## src/rtl/rst_pkg.sv

```systemverilog
// Shared definitions for the reset sequencer: FSM state encoding, reset-cause
// bit positions and a small sizing helper.
package rst_pkg;

  typedef enum logic [2:0] {
    ASSERT,
    DEBOUNCE,
    COLD_REL,
    STAGE,
    DONE
  } rst_seq_state_t;

  localparam int CAUSE_W   = 3;
  localparam int CAUSE_POR = 0;
  localparam int CAUSE_EXT = 1;
  localparam int CAUSE_PLL = 2;

  localparam logic [CAUSE_W-1:0] CAUSE_RESET = 3'b001;

  function automatic int max3(input int a, input int b, input int c);
    int m;
    m = (a > b) ? a : b;
    m = (m > c) ? m : c;
    return m;
  endfunction

endpackage

```

## src/rtl/rst_warm_pulse.sv

```systemverilog
// Per-domain software warm-reset pulse generator. A granted request holds busy
// high for exactly WARM_CYC cycles. The request has to be seen low before it
// can fire again, so a request held longer than the pulse yields one pulse.
module rst_warm_pulse #(
  parameter int WARM_CYC = 16,
  parameter int CNT_W    = 5
) (
  input  logic clk_ref,
  input  logic por,
  input  logic cancel,
  input  logic enable,
  input  logic req,
  output logic busy,
  output logic busy_nxt
);

  logic [CNT_W-1:0] cnt_q;
  logic [CNT_W-1:0] cnt_d;
  logic             busy_q;
  logic             busy_d;
  logic             armed_q;
  logic             armed_d;

  // Next-state: cancel beats everything, a running pulse counts down, an idle armed domain may start.
  always_comb begin
    cnt_d   = cnt_q;
    busy_d  = busy_q;
    armed_d = armed_q;
    if (cancel) begin
      cnt_d   = '0;
      busy_d  = 1'b0;
      armed_d = 1'b1;
    end else if (busy_q) begin
      if (cnt_q == CNT_W'(WARM_CYC - 1)) begin
        cnt_d  = '0;
        busy_d = 1'b0;
      end else begin
        cnt_d = cnt_q + 1'b1;
      end
    end else if (enable && req && armed_q) begin
      cnt_d   = '0;
      busy_d  = 1'b1;
      armed_d = 1'b0;
    end
    if (!req) begin
      armed_d = 1'b1;
    end
  end

  // Pulse state registers, cleared by power-on reset.
  always_ff @(posedge clk_ref or posedge por) begin
    if (por) begin
      cnt_q   <= '0;
      busy_q  <= 1'b0;
      armed_q <= 1'b1;
    end else begin
      cnt_q   <= cnt_d;
      busy_q  <= busy_d;
      armed_q <= armed_d;
    end
  end

  assign busy     = busy_q;
  assign busy_nxt = busy_d;

endmodule

```

## src/rtl/reset_sequencer.sv

```systemverilog
// Reset sequencer: debounces cold reset after PLL lock and external reset
// release, then releases domain resets one at a time, and afterwards serves
// per-domain software warm-reset pulses.
// Optional feature macro: RST_CAUSE_EN enables the sticky rst_cause flags;
// without it rst_cause is tied to zero and cause_clr is ignored.
module reset_sequencer
  import rst_pkg::*;
#(
  parameter int NUM_DOM      = 4,
  parameter int DEBOUNCE_CYC = 256,
  parameter int STAGE_CYC    = 16,
  parameter int WARM_CYC     = 16
) (
  input  logic               clk_ref,
  input  logic               por,
  input  logic               rst_ext_n,
  input  logic               pll_locked,
  input  logic [NUM_DOM-1:0] sw_rst_req,
  input  logic               cause_clr,
  output logic               rst_cold_n,
  output logic [NUM_DOM-1:0] rst_dom_n,
  output logic               rst_done,
  output logic [NUM_DOM-1:0] sw_rst_busy,
  output logic [CAUSE_W-1:0] rst_cause
);

  localparam int CNT_W = $clog2(max3(DEBOUNCE_CYC, NUM_DOM * STAGE_CYC, WARM_CYC)) + 1;
  localparam int IDX_W = $clog2(NUM_DOM + 1);

  rst_seq_state_t     state_q;
  rst_seq_state_t     state_d;
  logic [CNT_W-1:0]   cnt_q;
  logic [CNT_W-1:0]   cnt_d;
  logic [IDX_W-1:0]   idx_q;
  logic [IDX_W-1:0]   idx_d;
  logic [NUM_DOM-1:0] dom_rel_q;
  logic [NUM_DOM-1:0] dom_rel_d;
  logic [NUM_DOM-1:0] rst_dom_n_q;
  logic [NUM_DOM-1:0] rst_dom_n_d;
  logic               rst_cold_n_q;
  logic               rst_cold_n_d;
  logic               rst_done_q;
  logic               rst_done_d;
  logic               ext_s1_q;
  logic               ext_s1_d;
  logic               ext_ok_q;
  logic               ext_ok_d;
  logic               restart;
  logic               warm_en;
  logic [NUM_DOM-1:0] busy_nxt;

  // Any loss of lock or external reset outside ASSERT restarts the whole sequence.
  assign restart = (state_q != ASSERT) && (!ext_ok_q || !pll_locked);
  assign warm_en = (state_q == DONE) && !restart;

  // Two-flop synchroniser for the asynchronous external reset pin.
  always_comb begin
    ext_s1_d = rst_ext_n;
    ext_ok_d = ext_s1_q;
  end

  // Sequencing FSM: debounce, cold release, staged domain release, done.
  always_comb begin
    state_d      = state_q;
    cnt_d        = cnt_q;
    idx_d        = idx_q;
    dom_rel_d    = dom_rel_q;
    rst_cold_n_d = rst_cold_n_q;
    rst_done_d   = rst_done_q;
    if (restart) begin
      state_d      = ASSERT;
      cnt_d        = '0;
      idx_d        = '0;
      dom_rel_d    = '0;
      rst_cold_n_d = 1'b0;
      rst_done_d   = 1'b0;
    end else begin
      case (state_q)
        ASSERT: begin
          cnt_d        = '0;
          idx_d        = '0;
          dom_rel_d    = '0;
          rst_cold_n_d = 1'b0;
          rst_done_d   = 1'b0;
          if (pll_locked && ext_ok_q) begin
            state_d = DEBOUNCE;
          end
        end
        DEBOUNCE: begin
          if (cnt_q == CNT_W'(DEBOUNCE_CYC - 1)) begin
            state_d      = COLD_REL;
            cnt_d        = '0;
            rst_cold_n_d = 1'b1;
          end else begin
            cnt_d = cnt_q + 1'b1;
          end
        end
        COLD_REL, STAGE: begin
          state_d = STAGE;
          if (idx_q == IDX_W'(NUM_DOM)) begin
            state_d    = DONE;
            rst_done_d = 1'b1;
          end else if (cnt_q == CNT_W'(STAGE_CYC - 1)) begin
            for (int k = 0; k < NUM_DOM; k++) begin
              if (idx_q == IDX_W'(k)) begin
                dom_rel_d[k] = 1'b1;
              end
            end
            idx_d = idx_q + 1'b1;
            cnt_d = '0;
          end else begin
            cnt_d = cnt_q + 1'b1;
          end
        end
        DONE: begin
          state_d = DONE;
        end
        default: begin
          state_d = ASSERT;
        end
      endcase
    end
    rst_dom_n_d = dom_rel_d & ~busy_nxt;
  end

  // Sequencer and synchroniser registers; power-on reset forces ASSERT with all resets low.
  always_ff @(posedge clk_ref or posedge por) begin
    if (por) begin
      state_q      <= ASSERT;
      cnt_q        <= '0;
      idx_q        <= '0;
      dom_rel_q    <= '0;
      rst_dom_n_q  <= '0;
      rst_cold_n_q <= 1'b0;
      rst_done_q   <= 1'b0;
      ext_s1_q     <= 1'b0;
      ext_ok_q     <= 1'b0;
    end else begin
      state_q      <= state_d;
      cnt_q        <= cnt_d;
      idx_q        <= idx_d;
      dom_rel_q    <= dom_rel_d;
      rst_dom_n_q  <= rst_dom_n_d;
      rst_cold_n_q <= rst_cold_n_d;
      rst_done_q   <= rst_done_d;
      ext_s1_q     <= ext_s1_d;
      ext_ok_q     <= ext_ok_d;
    end
  end

  for (genvar i = 0; i < NUM_DOM; i++) begin : g_warm
    rst_warm_pulse #(
      .WARM_CYC (WARM_CYC),
      .CNT_W    (CNT_W)
    ) u_warm (
      .clk_ref  (clk_ref),
      .por      (por),
      .cancel   (restart),
      .enable   (warm_en),
      .req      (sw_rst_req[i]),
      .busy     (sw_rst_busy[i]),
      .busy_nxt (busy_nxt[i])
    );
  end

`ifdef RST_CAUSE_EN
  logic [CAUSE_W-1:0] cause_q;
  logic [CAUSE_W-1:0] cause_d;

  // Sticky cause flags; a new cause wins over a clear on the same edge.
  always_comb begin
    cause_d = cause_q;
    if (cause_clr) begin
      cause_d = '0;
    end
    if (ext_ok_q && !ext_s1_q) begin
      cause_d[CAUSE_EXT] = 1'b1;
    end
    if ((state_q != ASSERT) && !pll_locked) begin
      cause_d[CAUSE_PLL] = 1'b1;
    end
  end

  // Cause register; power-on reset records the por cause.
  always_ff @(posedge clk_ref or posedge por) begin
    if (por) begin
      cause_q <= CAUSE_RESET;
    end else begin
      cause_q <= cause_d;
    end
  end

  assign rst_cause = cause_q;
`else
  logic unused_cause_clr;
  assign unused_cause_clr = cause_clr;
  assign rst_cause        = '0;
`endif

  assign rst_cold_n = rst_cold_n_q;
  assign rst_dom_n  = rst_dom_n_q;
  assign rst_done   = rst_done_q;

endmodule

```

## config.mk

```make
export PLATFORM = sky130hd
export DESIGN_NAME = reset_sequencer
export DESIGN_NICKNAME = d
export VERILOG_FILES = /design/src/rtl/rst_pkg.sv /design/src/rtl/rst_warm_pulse.sv /design/src/rtl/reset_sequencer.sv
export SDC_FILE = /design/constraint.sdc
export NUM_CORES = 1
export LEC_CHECK = 0
export BUFFER_PORTS_ARGS = -buffer_cell sky130_fd_sc_hd__buf_4
export CORE_UTILIZATION = 40
export CTS_CLUSTER_SIZE = 25
export DETAILED_ROUTE_END_ITERATION = 8
export PLACE_DENSITY = 0.64
export SYNTH_ARGS = -nofsm -noshare
export SYNTH_HDL_FRONTEND = slang
export SYNTH_HIERARCHICAL = 1
export SYNTH_SLANG_ARGS = --single-unit
```

## constraint.sdc

```tcl
create_clock -name clk_ref -period 6.1 [get_ports clk_ref]
set_clock_uncertainty 0.1 [all_clocks]
set_input_delay 0.915 -clock clk_ref [delete_from_list [all_inputs] [get_ports clk_ref]]
set_output_delay 0.915 -clock clk_ref [all_outputs]
set_load 0.02 [all_outputs]
```

After elaboration in Yosys (flattened, before gate mapping)
Index checks and enable logic that the tools add are counted.
Word-level totals
  bits in registers: 71
  logic and storage cells: 167
Cells by class
  add/subtract/negate cells: 6
  equal/unequal tests: 27
  mux-type cells: 76
  bitwise logic cells: 2
  reductions and logical operators: 35
Operators by type and width (number)
  $mux 9: 20
  $add 9x1->9 const B: 5
  $eq 9x4->1 const B: 5
  $mux 1: 40
  $ne 3x3->1 const B: 9
  $pmux 9 s3: 1
  $mux 3: 7
  $reduce_bool 3->1: 7
  $reduce_and 2->1: 8
  $eq 3x2->1 const B: 4
  $mux 4: 3
  $ne 3x1->1 const B: 4
  $pmux 3 s4: 1
  $logic_and 1x1->1: 11
  $eq 9x8->1 const B: 1
  $pmux 4 s2: 1
  $eq 3x1->1 const B: 2
  $eq 3x3->1 const B: 2
  $logic_not 3->1: 2
  $pmux 3 s2: 1
  $and 4x4->4: 1
  $not 4->4: 1
  $pmux 1 s2: 2
  $reduce_bool 4->1: 1
  5 further kinds: 7

Depth between registers and ports, before layout
  word-level depth: 12
  gate-level depth with buffers: 10

Hierarchy
The synthesis kept the hierarchy.
By module, submodules not included
  rst_warm_pulse: instances 4, cells each 63, area each 608.1 µm², seq. area each 276.5 µm²
  reset_sequencer: instances 1, cells each 136, area each 1357.6 µm², seq. area each 675.6 µm²

Worst setup path after synthesis
No wires, ideal clock.
  kind: in2reg
  start: in pll_locked
  end: reg g_warm[0].u_warm.cnt_q[6]
  arrival: 2.702 ns
  path slack: 3.208 ns
  stages: 5
  path buffers: 0
  cells stage by stage: nand2_1 nor2_1 a311oi_2 or4_2 o221ai_1
On the way
  word-level cells in the longest chain between the ends: 8
Ends and longest elaborated chain
  from (decl): RTL line reset_sequencer.sv:17  | input logic pll_locked,
  $logic_not 1->1: RTL line reset_sequencer.sv:53  | assign restart = (state_q != ASSERT) && (!ext_ok_q || !pll_locked);
  $logic_or 1x1->1: RTL line reset_sequencer.sv:53
  $logic_and 1x1->1: RTL line reset_sequencer.sv:53
  $logic_not 1->1: RTL line reset_sequencer.sv:54  | assign warm_en = (state_q == DONE) && !restart;
  $logic_and 1x1->1: RTL line reset_sequencer.sv:54
  via warm_en: RTL line reset_sequencer.sv:49  | logic warm_en;
  $logic_and 1x1->1 (2 in series): RTL line rst_warm_pulse.sv:40  | end else if (enable && req && armed_q) begin
  $reduce_bool 3->1 (no source line)
  to (signal assigned): RTL line rst_warm_pulse.sv:57  | cnt_q <= cnt_d;
  to (decl): RTL line rst_warm_pulse.sv:17  | logic [CNT_W-1:0] cnt_q;
The timed path passes the listed nets, and every way through them passes these cells.
A chain may end at the register's enable or synchronous reset.

Worst setup path in the final report
Ends and elaborated chain as after synthesis.

==> metrics.csv <==
metric,value,unit
Placed Cells,513,
CTS clock-pin slew for the worst setup and hold paths,0.08,ns
Slew Limit Fails,0,
"Cell Chain, Critical Path","buf_4, nand2_1, nor2_1, a311oi_2, or4_2, o221ai_1",
CP Capture Type,flop,
Power Dens Cells,225,nW/um2
Final min period,3.14,ns
Synth Area per Inst,9.77,um2
via count of the routed design,2992,
area of placed instances,4030,um2
top cell type's share of synthesized area,44.2,%
Routed Antenna Nets,0,
Post-Synthesis Cells,388,
Final Cell Area,4280,um2
initial antenna violation count,0,
Final Non-Filler Cells,529,
Worst Path Arrival,3.29,ns
largest net degree at the start of global routing,28,
Synth-to-Final Area Change,12.9,%
"Async S/R FF share, synth",100,%
Initial Util,41.2,%
Die Span Y,99.3,um
Least-Margin Pin Slew,1.04,ns
max-cap viol count,0,
I/O Pins,22,
Clock Tree Buf Depth,2,
RSZ-0062 raised after global routing,false,
YS warnings,6,
final setup vio count,0,
Startpoint Class,input port,
CTS buffer count,9,
buffer type at the clock tree root,clkbuf_8,
Clock Latency Late Sink,0.35,ns
"count leader, synth",dfrtp_1,
Tot GR Track Use,17.1,%
sequential share of the synthesized area,47.0,%
Setup Buffers After CTS,0,
global-route wire length before repair,13.5,mm
worst min path class,flop to flop,
commonest register cell after synthesis,dfrtp_1,
synth top area cells,"dfrtp_1, nand2_1, ha_1",
layout cell share with drive strength beyond 1,17.9,%
antenna diode count,0,
outcome,completed,
Netlist cell types,51,
Final WS setup,2.96,ns
dpl hpwl,5.24,mm
Rows,35,
dpl ws,2.61,ns
# port buffers,17,
global placer's final weighted congestion,0.783,
Chip Width,99.3,um
"EDFF count, synth",0,
Pleak,1.90,nW
clk sink count,71,
Die Area,9870,um2
WS Path Type,input port to flop,
Mapped Area,3790,um2
cell accounting for the most synthesized area,dfrtp_1,
Nets,434,
worst vdd ir,0.0927,mV
Final Hold Fails,0,
critical path's largest stage delay,0.79,ns
Routed WL,7.61,mm
TritonCTS clock tree,done,
# fillers,888,
DRT Pass-1 Iters,4,
CTS resizes,0,
Final Cycle Share,51.5,%
Pwr Total,0.000965,W
number of synthesized register bits,71,
critical path's slowest cell,nor2_1,
vias in the first global route,2831,
hold-fix buffers at CTS,0,
Core Area,9200,um2
highest clock rate,318,MHz
Routed WL per cell,14.4,um
Post-synth top cells,"dfrtp_1, nand2_1, o21ai_0",
vias per cell,5.66,
GRT overflow,0,
Initial DRC Count,104,
CP max FO,12,
Residual DRC,0,
Slew headroom,30.3,%
CTS HTree Levels,3,
data required time of the critical path,6.25,ns
Fin Setup TNS,0,ns
==> worst max-delay path: cells and delay by family <==
| family | cells | cell delay [ns] |
|---|---|---|
| and+or+nand+nor | 3 | 1.68 |
| AOI/OAI and AO/OA | 2 | 0.62 |
| buffers and inverters | 1 | 0.08 |
==> layer usage <==
metal  GRT usage, %  vias to the layer above  wire [um]
met3           2.88                       11        203
li1               -                     1472          -
met4           7.35                        0        114
met2           27.2                       46       3600
met1           23.2                     1463       3690
met5              0                        -          0
==> registers in the layout, indices dropped and copies added, names as in the netlist <==
name                   count
g_warm.u_warm/armed_q      4
rst_cold_n                 1
state_q                    3
rst_dom_n                  4
g_warm.u_warm/cnt_q       36
g_warm.u_warm/busy         4
rst_done                   1
idx_q                      3
cnt_q                      9
dom_rel_q                  4
ext_ok_d                   1
ext_ok_q                   1
==> stage by stage <==
stage	hold slack (ns)	util [%]
floorplan	0.231	-
global placement	0.231	43.9
detailed placement	0.242	43.9
CTS	0.260	46.5
global route	0.282	46.5
finish	0.258	46.5
==> final timing paths <==
path	startpoint	end	slack, ns	depth (start not counted)
setup / recovery	pll_locked	g_warm[0].u_warm/cnt_q[6]$_DFFE_PP0P_	2.96	6
hold / removal	ext_ok_d$_DFF_PP0_	ext_ok_q$_DFF_PP0_	0.26	0
setup reg to reg	state_q[1]$_DFFE_PP0P_	g_warm[0].u_warm/cnt_q[6]$_DFFE_PP0P_	3.12	6
hold reg to reg	ext_ok_d$_DFF_PP0_	ext_ok_q$_DFF_PP0_	0.26	0
max in group asynchronous	por	cnt_q[3]$_DFFE_PP0P_	4.49	2
min in group asynchronous	por	g_warm[2].u_warm/cnt_q[8]$_DFFE_PP0P_	0.50	2
==> layout by cell type, fill, tap and decap left out, drive strengths merged, types with 7 or more instances in the layout <==
cell,count
or4,9
ha,12
inv,25
clkbuf,11
or3,9
and3,9
nand2,43
a22o,8
nor2b,8
dfrtp,67
o21ai,37
nor2,28
nand3,28
buf,17
a21oi,13
nor3,7
a211o,9
==> power by group <==
group          internal, W  total [W]  switching (W)
registers         0.000472   0.000473    0.000000875
clock network     0.000284   0.000460       0.000177
logic           0.00000799  0.0000315      0.0000235
total             0.000764   0.000965       0.000201
==> cell families (layout without fill, tap and decap cells) <==
family | count (synthesis) | after routing | synth area share [%]
simple gates | 174 | 174 | 25.6
compound gates | 95 | 95 | 18.6
flops | 71 | 71 | 47.0
buf+inv | 29 | 57 | 3.20
fa+ha+maj | 12 | 12 | 3.96
xor+xnor | 4 | 4 | 0.924
mux | 2 | 2 | 0.561
other cells | 1 | 3 | 0.0989
==> final cells by class <==
class / count / area [um2] / area share [%]
Multi-Input combinational cell: 290 / 1890 / 44.3
Sequential cell: 71 / 1780 / 41.6
Inverter: 24 / 90.1 / 2.11
Tap cell: 111 / 139 / 3.25
Clock buffer: 11 / 141 / 3.31
Clock inverter: 5 / 104 / 2.43
Timing Repair Buffer: 17 / 128 / 2.98
(Power assumes the default switching activity.)
